**src/rtl/nn_layer_mac_pkg.sv**
```systemverilog
// Shared definitions for the nn_layer_mac block: FSM state encoding,
// activation selector constants and the output saturation helper.
package nn_layer_mac_pkg;

  typedef enum logic [2:0] {
    S_IDLE = 3'd0,
    S_MAC  = 3'd1,
    S_BIAS = 3'd2,
    S_ACT  = 3'd3,
    S_DONE = 3'd4
  } state_e;

  localparam int unsigned ACT_IDENTITY = 0;
  localparam int unsigned ACT_RELU     = 1;

  // Width of the intermediate used by saturate(); callers sign-extend into it.
  localparam int unsigned SAT_W = 64;

  // Clamp a signed value into the range of a dw-bit signed number.
  function automatic logic signed [SAT_W-1:0] saturate(input logic signed [SAT_W-1:0] v,
                                                       input int unsigned dw);
    logic signed [SAT_W-1:0] hi;
    logic signed [SAT_W-1:0] lo;
    hi = (64'sd1 <<< (dw - 1)) - 64'sd1;
    lo = -(64'sd1 <<< (dw - 1));
    if (v > hi) return hi;
    if (v < lo) return lo;
    return v;
  endfunction

endpackage

```
**src/rtl/nn_layer_mac_mac_unit.sv**
```systemverilog
// nn_mac_unit: registered multiply / arithmetic-shift / accumulate datapath.
// Ports: clk, rst (sync, active-high), clr_i (zero acc, highest priority),
//        mac_en_i (acc += (w*x)>>>FRAC), bias_en_i (acc += sign-extended b),
//        w_i/x_i/b_i signed operands, acc_o registered signed accumulator.
module nn_mac_unit
  import nn_layer_mac_pkg::*;
#(
  parameter int unsigned DW   = 8,
  parameter int unsigned FRAC = 4,
  parameter int unsigned AW   = 18
) (
  input  logic                 clk,
  input  logic                 rst,
  input  logic                 clr_i,
  input  logic                 mac_en_i,
  input  logic                 bias_en_i,
  input  logic signed [DW-1:0] w_i,
  input  logic signed [DW-1:0] x_i,
  input  logic signed [DW-1:0] b_i,
  output logic signed [AW-1:0] acc_o
);

  localparam int unsigned PW = 2 * DW;

  logic signed [PW-1:0] prod_c;
  logic signed [PW-1:0] term_c;
  logic signed [AW-1:0] acc_q;
  logic signed [AW-1:0] acc_d;

  // Full-width signed product, rescaled by an arithmetic (flooring) shift.
  always_comb begin
    prod_c = PW'(w_i) * PW'(x_i);
    term_c = prod_c >>> FRAC;
    acc_d  = acc_q;
    if (clr_i) begin
      acc_d = '0;
    end else if (mac_en_i) begin
      acc_d = acc_q + AW'(term_c);
    end else if (bias_en_i) begin
      acc_d = acc_q + AW'(b_i);
    end
  end

  always_ff @(posedge clk) begin
    if (rst) begin
      acc_q <= '0;
    end else begin
      acc_q <= acc_d;
    end
  end

  assign acc_o = acc_q;

endmodule

```
**src/rtl/nn_layer_mac.sv**
```systemverilog
// nn_layer_mac: sequential fully-connected layer, one MAC per cycle.
// Ports: clk, rst (sync, active-high), req (start, sampled in IDLE),
//        x_in (packed signed inputs), cfg_we/cfg_addr/cfg_data (weight and
//        bias writes, honoured only while idle), busy (not IDLE),
//        ack_layer (one-cycle done pulse), y_out (packed signed results).
module nn_layer_mac
  import nn_layer_mac_pkg::*;
#(
  parameter int unsigned N_IN  = 2,
  parameter int unsigned N_OUT = 1,
  parameter int unsigned DW    = 8,
  parameter int unsigned FRAC  = 4,
  parameter int unsigned ACT   = 0
) (
  input  logic                                   clk,
  input  logic                                   rst,
  input  logic                                   req,
  input  logic [N_IN*DW-1:0]                     x_in,
  input  logic                                   cfg_we,
  input  logic [$clog2(N_IN*N_OUT+N_OUT)-1:0]    cfg_addr,
  input  logic [DW-1:0]                          cfg_data,
  output logic                                   busy,
  output logic                                   ack_layer,
  output logic [N_OUT*DW-1:0]                    y_out
);

  localparam int unsigned NW = N_IN * N_OUT;
  localparam int unsigned AW = 2 * DW + $clog2(N_IN + 1);
  localparam int unsigned IW = (N_IN > 1) ? $clog2(N_IN) : 1;
  localparam int unsigned JW = (N_OUT > 1) ? $clog2(N_OUT) : 1;

  state_e               state_q, state_d;
  logic [IW-1:0]        i_q, i_d;
  logic [JW-1:0]        j_q, j_d;
  logic [N_IN*DW-1:0]   x_q, x_d;
  logic [N_OUT*DW-1:0]  y_q, y_d;
  logic                 ack_q, ack_d;
  logic                 busy_q, busy_d;

  logic signed [DW-1:0] w_q [NW];
  logic signed [DW-1:0] b_q [N_OUT];

  logic signed [DW-1:0] w_sel_c, x_sel_c, b_sel_c;
  logic signed [DW-1:0] sat_c, act_c;
  logic signed [AW-1:0] acc_c;
  logic                 mac_clr_c, mac_en_c, bias_en_c;
  logic                 cfg_ok_c;

  // Operand selection for the current (neuron j, input i) step.
  always_comb begin
    w_sel_c = '0;
    x_sel_c = '0;
    b_sel_c = '0;
    for (int k = 0; k < int'(NW); k++) begin
      if (k == int'(j_q) * int'(N_IN) + int'(i_q)) w_sel_c = w_q[k];
    end
    for (int k = 0; k < int'(N_IN); k++) begin
      if (k == int'(i_q)) x_sel_c = x_q[k*DW +: DW];
    end
    for (int k = 0; k < int'(N_OUT); k++) begin
      if (k == int'(j_q)) b_sel_c = b_q[k];
    end
  end

  // Saturate the accumulator, then optionally clip negatives to zero.
  always_comb begin
    sat_c = DW'(saturate(SAT_W'(acc_c), DW));
    act_c = sat_c;
    if (ACT == ACT_RELU && sat_c[DW-1]) act_c = '0;
  end

  // Next-state and datapath control.
  always_comb begin
    state_d   = state_q;
    i_d       = i_q;
    j_d       = j_q;
    x_d       = x_q;
    y_d       = y_q;
    mac_clr_c = 1'b0;
    mac_en_c  = 1'b0;
    bias_en_c = 1'b0;
    case (state_q)
      S_IDLE: begin
        if (req) begin
          x_d       = x_in;
          i_d       = '0;
          j_d       = '0;
          mac_clr_c = 1'b1;
          state_d   = S_MAC;
        end
      end
      S_MAC: begin
        mac_en_c = 1'b1;
        if (32'(i_q) < N_IN - 1) begin
          i_d = i_q + IW'(1);
        end else begin
          state_d = S_BIAS;
        end
      end
      S_BIAS: begin
        bias_en_c = 1'b1;
        state_d   = S_ACT;
      end
      S_ACT: begin
        for (int k = 0; k < int'(N_OUT); k++) begin
          if (k == int'(j_q)) y_d[k*DW +: DW] = act_c;
        end
        if (32'(j_q) == N_OUT - 1) begin
          state_d = S_DONE;
        end else begin
          j_d       = j_q + JW'(1);
          i_d       = '0;
          mac_clr_c = 1'b1;
          state_d   = S_MAC;
        end
      end
      S_DONE: begin
        state_d = S_IDLE;
      end
      default: begin
        state_d = S_IDLE;
      end
    endcase
    // ack is the registered image of DONE, so it lands in the following IDLE cycle.
    ack_d  = (state_q == S_DONE);
    busy_d = (state_d != S_IDLE);
  end

  always_ff @(posedge clk) begin
    if (rst) begin
      state_q <= S_IDLE;
      i_q     <= '0;
      j_q     <= '0;
      x_q     <= '0;
      y_q     <= '0;
      ack_q   <= 1'b0;
      busy_q  <= 1'b0;
    end else begin
      state_q <= state_d;
      i_q     <= i_d;
      j_q     <= j_d;
      x_q     <= x_d;
      y_q     <= y_d;
      ack_q   <= ack_d;
      busy_q  <= busy_d;
    end
  end

  // Parameter store; out-of-range addresses match no entry and are ignored.
  assign cfg_ok_c = cfg_we && (state_q == S_IDLE);

  always_ff @(posedge clk) begin
    if (rst) begin
      for (int k = 0; k < int'(NW); k++) w_q[k] <= '0;
      for (int k = 0; k < int'(N_OUT); k++) b_q[k] <= '0;
    end else if (cfg_ok_c) begin
      for (int k = 0; k < int'(NW); k++) begin
        if (32'(cfg_addr) == 32'(k)) w_q[k] <= cfg_data;
      end
      for (int k = 0; k < int'(N_OUT); k++) begin
        if (32'(cfg_addr) == NW + 32'(k)) b_q[k] <= cfg_data;
      end
    end
  end

  nn_mac_unit #(
    .DW   (DW),
    .FRAC (FRAC),
    .AW   (AW)
  ) u_mac (
    .clk       (clk),
    .rst       (rst),
    .clr_i     (mac_clr_c),
    .mac_en_i  (mac_en_c),
    .bias_en_i (bias_en_c),
    .w_i       (w_sel_c),
    .x_i       (x_sel_c),
    .b_i       (b_sel_c),
    .acc_o     (acc_c)
  );

  assign busy      = busy_q;
  assign ack_layer = ack_q;
  assign y_out     = y_q;

endmodule

```
**config.mk**
```make
export PLATFORM = sky130hd
export DESIGN_NAME = nn_layer_mac
export DESIGN_NICKNAME = d
export VERILOG_FILES = /design/src/rtl/nn_layer_mac_pkg.sv /design/src/rtl/nn_layer_mac_mac_unit.sv /design/src/rtl/nn_layer_mac.sv
export SDC_FILE = /design/constraint.sdc
export NUM_CORES = 1
export LEC_CHECK = 0
export CORE_ASPECT_RATIO = 1.5
export CORE_UTILIZATION = 59
export DETAILED_ROUTE_END_ITERATION = 10
export DONT_BUFFER_PORTS = 1
export PLACE_DENSITY = 0.88
export SLEW_MARGIN = 20
export SYNTH_ARGS = -nofsm -noshare
export SYNTH_HDL_FRONTEND = slang
export SYNTH_SLANG_ARGS = --single-unit
```
**constraint.sdc**
```tcl
create_clock -name clk -period 7.11 [get_ports clk]
set_input_delay 0.3555 -clock clk [delete_from_list [all_inputs] [get_ports clk]]
set_output_delay 0.3555 -clock clk [all_outputs]
set_load 0.01 [all_outputs]
```
; ---- After elaboration in Yosys (flattened, before gate mapping)
; Memories as Yosys holds them, arrays and structs flattened.
; Index checks and enable logic that the tools add are counted.
[totals]
regBits = 49
ramBits = 24
input_bits = 30
output_inout_bits = 10
elab_cells = 92
mem_count = 2
[mem_list]
columns = name, words, word_bits, rd, rd_clocked_by_memory_dff, write_ports, line_no
row1 = w_q, 2, 8, 2, 0, 2, nn_layer_mac.sv:40  ; logic signed [DW-1:0] w_q [NW];
row2 = b_q, 1, 8, 1, 0, 1, nn_layer_mac.sv:41  ; logic signed [DW-1:0] b_q [N_OUT];
[classes]
add_sub_neg = 5
n_mul = 1
order_cmp = 3
eq_ne = 10
mux = 46
n_bitwise = 3
n_reduce_logical = 14
[ops]
columns = op, n
row1 = 2-to-1 mux 8 bit, 11
row2 = 2-to-1 mux 18 bit, 2
row3 = zero test 32 bit, 1
row4 = 2-to-1 mux 1 bit, 26
row5 = adder 18 x 12 -> 18 bit, 1
row6 = adder 18 x 8 -> 18 bit, 1
row7 = greater-than comparator 18 x 8 -> 1 bit (second input constant), 1
row8 = less-than comparator 18 x 8 -> 1 bit (second input constant), 1
row9 = multiplier 8 x 8 -> 16 bit, 1
row10 = case mux 3 bit (4 select lines), 1
row11 = 2-to-1 mux 3 bit, 3
row12 = OR reduction 8 bit, 1
row13 = equality test 3 x 2 -> 1 bit (second input constant), 2
row14 = inequality test 2 bit (second input constant), 3
row15 = AND reduction 2 bit, 3
row16 = nonzero test 3 bit, 2
row17 = case mux 1 bit (2 select lines), 2
row18 = AND reduction 4 bit, 1
row19 = nonzero test 2 bit, 2
row20 = adder 2 x 1 -> 3 bit, 1
row21 = equality test 1 x 3 -> 1 bit (first input constant), 1
row22 = equality test 3 x 1 -> 1 bit (second input constant), 1
row23 = equality test 3 bit (second input constant), 1
row24 = zero test 3 bit, 1
row25 = other kinds (10), 12

; ---- Depth between registers and ports, before layout
[depth]
word_depth = 7
ltp_mapped = 30
ltp_nobuf = 28

; ---- Cells and area by module
; A second synthesis with hierarchy kept.
[hier_totals]
cells_unflattened = 667
area_unflattened_um2 = 6179.7
[by_module_without_submodules]
columns = module, instances, cells_each, area_per_inst_um2, seq_area_each_um2
row1 = nn_mac_unit, 1, 465, 3967.6, 360.3
row2 = nn_layer_mac, 1, 202, 2212.1, 1321.3

; ---- Worst setup path after synthesis
; OpenSTA, ideal clock, no wires.
[synth_path]
path_kind = reg-to-reg
from = register i_q
to = register u_mac.acc_q[17], in the netlist u_mac.acc_o[17]
setup_ns = 0.072
t_arrival_ns = 7.020
required_time_ns = 7.038
setup_slack_ns = 0.019
path_stages_with_launch = 28
n_path_buf = 2
period_less_slack_ns = 7.091
path_cell_list = dfxtp_1 -> clkbuf_1 -> buf_2 -> mux2i_1 -> nor2_1 -> fa_1 -> inv_1 -> fa_1 -> inv_1 -> fa_1 -> inv_1 -> fa_1 -> inv_1 -> ha_1 -> nand3_1 -> a211oi_1 -> a2111oi_4 -> a2111o_1 -> o211ai_2 -> ha_1 -> or3_1 -> and2_1 -> a22o_1 -> a31oi_1 -> a21oi_1 -> or2_1 -> mux2i_1 -> mux2i_1
[synth_between]
elab_chain_cells = 7
word_cells_on_any_way = 9
cone_classes = add/sub (2) / mul (1) / eq/ne (1) / mux (4) / reduce/logical (1)
[synth_rtl]
columns = element, line_no
row1 = start: declaration, nn_layer_mac.sv:33  ; logic [IW-1:0] i_q, i_d;
row2 = start signal: assignment, nn_layer_mac.sv:140  ; i_q <= i_d;
row3 = adder 2 x 1 -> 3 bit, nn_layer_mac.sv:55  ; if (k == int'(j_q) * int'(N_IN) + int'(i_q)) w_sel_c = w_q[k];
row4 = zero test 32 bit, nn_layer_mac.sv:55
row5 = 2-to-1 mux 8 bit (2 in series), nn_layer_mac.sv:55
row6 = multiplier 8 x 8 -> 16 bit *, nn_layer_mac_mac_unit.sv:32  ; prod_c = PW'(w_i) * PW'(x_i);
row7 = adder 18 x 12 -> 18 bit *, nn_layer_mac_mac_unit.sv:38  ; acc_d = acc_q + AW'(term_c);
row8 = 2-to-1 mux 18 bit *, nn_layer_mac_mac_unit.sv:37  ; end else if (mac_en_i) begin
row9 = end signal: assignment, nn_layer_mac_mac_unit.sv:46  ; acc_q <= '0;
row10 = end signal: assignment, nn_layer_mac_mac_unit.sv:48  ; acc_q <= acc_d;
row11 = end: declaration, nn_layer_mac_mac_unit.sv:27  ; logic signed [AW-1:0] acc_q;
; Every way passes the cells marked *; elsewhere a longest branch is shown, timed or not.
; A chain may end at the register's enable or synchronous reset.

; ---- Worst setup path in the final report
; Ends and elaborated chain as after synthesis.

==> impl_metrics.tcl <==
set metrics [dict create \
    rows 45 \
    die_area_um2 10720 \
    die-height_um 126.3 \
    setup.worst_path.end_class "flip-flop" \
    clock_latency_ps 330 \
    p_leak_nw 2.977 \
    num_vias 4869 \
    slew_viol_final 0 \
    synthArstFlopShare 0 \
    grt_pass1_wl_mm 23.07 \
    wl_per_cell_um 17.51 \
    synth_top_family_by_area "adder cells" \
    dp_cells 799 \
    layout_commonest_cell "inv_1" \
    fin_area_um2 6728 \
    worstPathRequired_ps 7370 \
    cts_tree "yes" \
    hpwl_mm 11.10 \
    fin_crit_sh 0.9547 \
    timing.fmax_ghz 0.1473 \
    clock_path_buffers 2 \
    cap_viol_max_count 0 \
    cts.sink_count 72 \
    drt_iter0_drc 203 \
    status "finished, final reports clean" \
    grt_pass1_vias 5028 \
    chipWidth_um 84.88 \
    antenna_found_initial 0 \
    synth_compound_area_frac 0.1410 \
    clk_pin_slew_ps 60 \
    vias_per_cell 5.945 \
    hp-class "primary input to flip-flop" \
    reg2reg_from "i_q" \
    critPathArrivalTime_ps 7050 \
    core_um2 10080 \
    gp_congestion 0.9377 \
    synthAdderAreaFrac 0.2737 \
    worst_path_max_delay_cell "fa_1" \
    drive_above_1_share 0.1068 \
    worst_slew_pin_slew_ps 892.1 \
    syn-num-nets 810 \
    p_per_area_nw_per_um2 197.7 \
    place_area_um2 6316 \
    crit_top_cell "fa_1" \
    fin_nets 827 \
    routed_wl_mm 14.34 \
    synth_edf_count 24 \
    yosysUniqueCellTypes 51 \
    ir_drop_uv 272.2 \
    syn2layout_area_growth_pct 10.66 \
    hold_viol_final 0 \
    startpoint "i_q" \
    path_class "flip-flop to flip-flop" \
    setup_violations 0 \
    synthCells 680 \
    ant_nets 0 \
    rsz0062_at_grt "false" \
    avgSynthCellArea_um2 8.941 \
    yosysSeqAreaShare 0.2766 \
    synth_flop_cell "dfxtp_1" \
    firstDrtPassIters 5 \
    critPathMaxFanout 9 \
    slew_headroom 0.4053 \
    ys_warn_count 0 \
    n_antenna_cell 0 \
    stdcell_count 819 \
    hold_buffers 0 \
    port_buffers 0 \
    cpPeakStageDelay_ps 550 \
    grt_max_degree 37 \
    io_pins 40 \
    start_util 0.6032 \
    synthMuxAreaShare 0.03293 \
    track_usage 0.2750 \
    synthXorXnorAreaFrac 0.03746 \
    grt_overflow_total 0 \
    syn_area_um2 6080 \
    drc 0 \
    ys_ff_latch 72 \
    numCtsBuffers 9 \
    final.setup.tns_ps 0 \
    layout_common_cells "inv_1, nand2_1, nor2_1, fa_1, a21oi_1" \
    htreeDepth 3 \
    synth-simple-area-share 0.1714 \
    finalCriticalPeriod_ps 6788 \
    critPathBufInv 5 \
    startpoint_type "flip-flop" \
    root_buffer "clkbuf_16" \
    crit_family "adder cells" \
    power_mw 1.330 \
    fin_skew_ps 6.003 \
    min_from "rst" \
]
## cell usage after synthesis (2+ instances only)
cell type | number | share of area
inv_1 | 91 | 0.056
nand2_1 | 83 | 0.051
nor2_1 | 60 | 0.037
a21oi_1 | 55 | 0.045
fa_1 | 55 | 0.18
dfxtp_1 | 48 | 0.16
ha_1 | 45 | 0.093
and2_1 | 24 | 0.025
edfxtp_1 | 24 | 0.12
mux2i_1 | 20 | 0.033
o21ai_0 | 19 | 0.016
xnor2_1 | 18 | 0.026
or2_2 | 16 | 0.016
clkbuf_1 | 15 | 0.0093
o21bai_1 | 8 | 0.0099
xor2_1 | 8 | 0.012
a21o_1 | 7 | 0.0086
nor3_1 | 7 | 0.0058
nand3_1 | 6 | 0.0049
or3_1 | 6 | 0.0062
a211o_1 | 5 | 0.0072
a211oi_1 | 4 | 0.0049
a31oi_1 | 4 | 0.0041
nand2b_1 | 4 | 0.0041
nand4_1 | 4 | 0.0041
o21a_1 | 4 | 0.0049
o21ai_1 | 4 | 0.0033
a2111oi_4 | 3 | 0.014
and3_1 | 3 | 0.0031
nand3b_1 | 3 | 0.0037
nor4_1 | 3 | 0.0031
o211ai_1 | 3 | 0.0037
a2111o_1 | 2 | 0.0037
or2_1 | 2 | 0.0021
## registers in the layout, summed over array words and instances (netlist names)
signal,count
ack_layer,1
b_q,8
busy,1
i_q,1
state_q,3
u_mac.acc_o,18
w_q,16
x_q,16
y_out,8
## timing repair
action | CTS | global route
resized for setup | 1 | 20
setup endpoints to repair | 1 | 7
buffers inserted | 0 | 3
pin swaps | 0 | 3
cloned | 0 | 1
## logic make-up (layout without fill, tap and decap cells)
| group | count (synthesis) | after routing |
|---|---|---|
| AND/OR/NAND/NOR | 225 | 225 |
| AO/OA/AOI/OAI | 129 | 129 |
| buffers and inverters | 108 | 130 |
| adder cells (fa/ha/maj) | 100 | 100 |
| flip-flops | 72 | 72 |
| XOR/XNOR | 26 | 26 |
| multiplexers | 20 | 20 |
## per-stage QoR
stage	util	setup slack [ps]	hold slack, ps
after floorplan	-	18.67	435.7
after detailed placement	0.6267	38.51	427.9
final	0.6675	322.1	85.21
after global routing	0.6675	12.42	70.86
after global placement	0.6267	128.6	427.3
after CTS	0.6539	1.039	77.23
## layer usage
| layer | share of wire | track usage | vias to the layer above |
|---|---|---|---|
| met5 | 0 | 0 | - |
| li1 | - | - | 2292 |
| met3 | 0.045 | 0.06181 | 45 |
| met2 | 0.56 | 0.5026 | 138 |
| met4 | 0.040 | 0.1535 | 0 |
| met1 | 0.36 | 0.2883 | 2394 |
## worst paths after layout
path / end / slack, ps / cells after the start
max reg2reg: u_mac.acc_o[17] / 320 / 28
max: u_mac.acc_o[17] / 320 / 28
min reg2reg: x_q[1] / 450 / 2
min: y_out[1] / 90 / 1
## power by group
group          switching [mW]  internal (mW)  leakage (nW)
sequential             0.0176          0.449         0.642
combinational           0.274          0.181          2.20
clock                   0.172          0.238         0.138
total                   0.463          0.867          2.98
## final cells by class
class / count / area, um2
timing repair buffer: 23 / 215.2
clock inverter: 6 / 41.29
tap: 117 / 146.4
clock buffer: 10 / 229.0
sequential: 72 / 1685
fill: 751 / 3351
inverter: 91 / 341.6
multi-input combinational: 500 / 4069
## worst register-to-register path, delay by kind of cell (launching register included)
kind,cells,cell delay [ps]
buffers and inverters,5,490
AO/OA/AOI/OAI,8,1410
multiplexers,3,490
flip-flops,1,370
AND/OR/NAND/NOR,6,1250
adder cells (fa/ha/maj),6,2690
No activity file was read; power rests on OpenSTA's default activity.
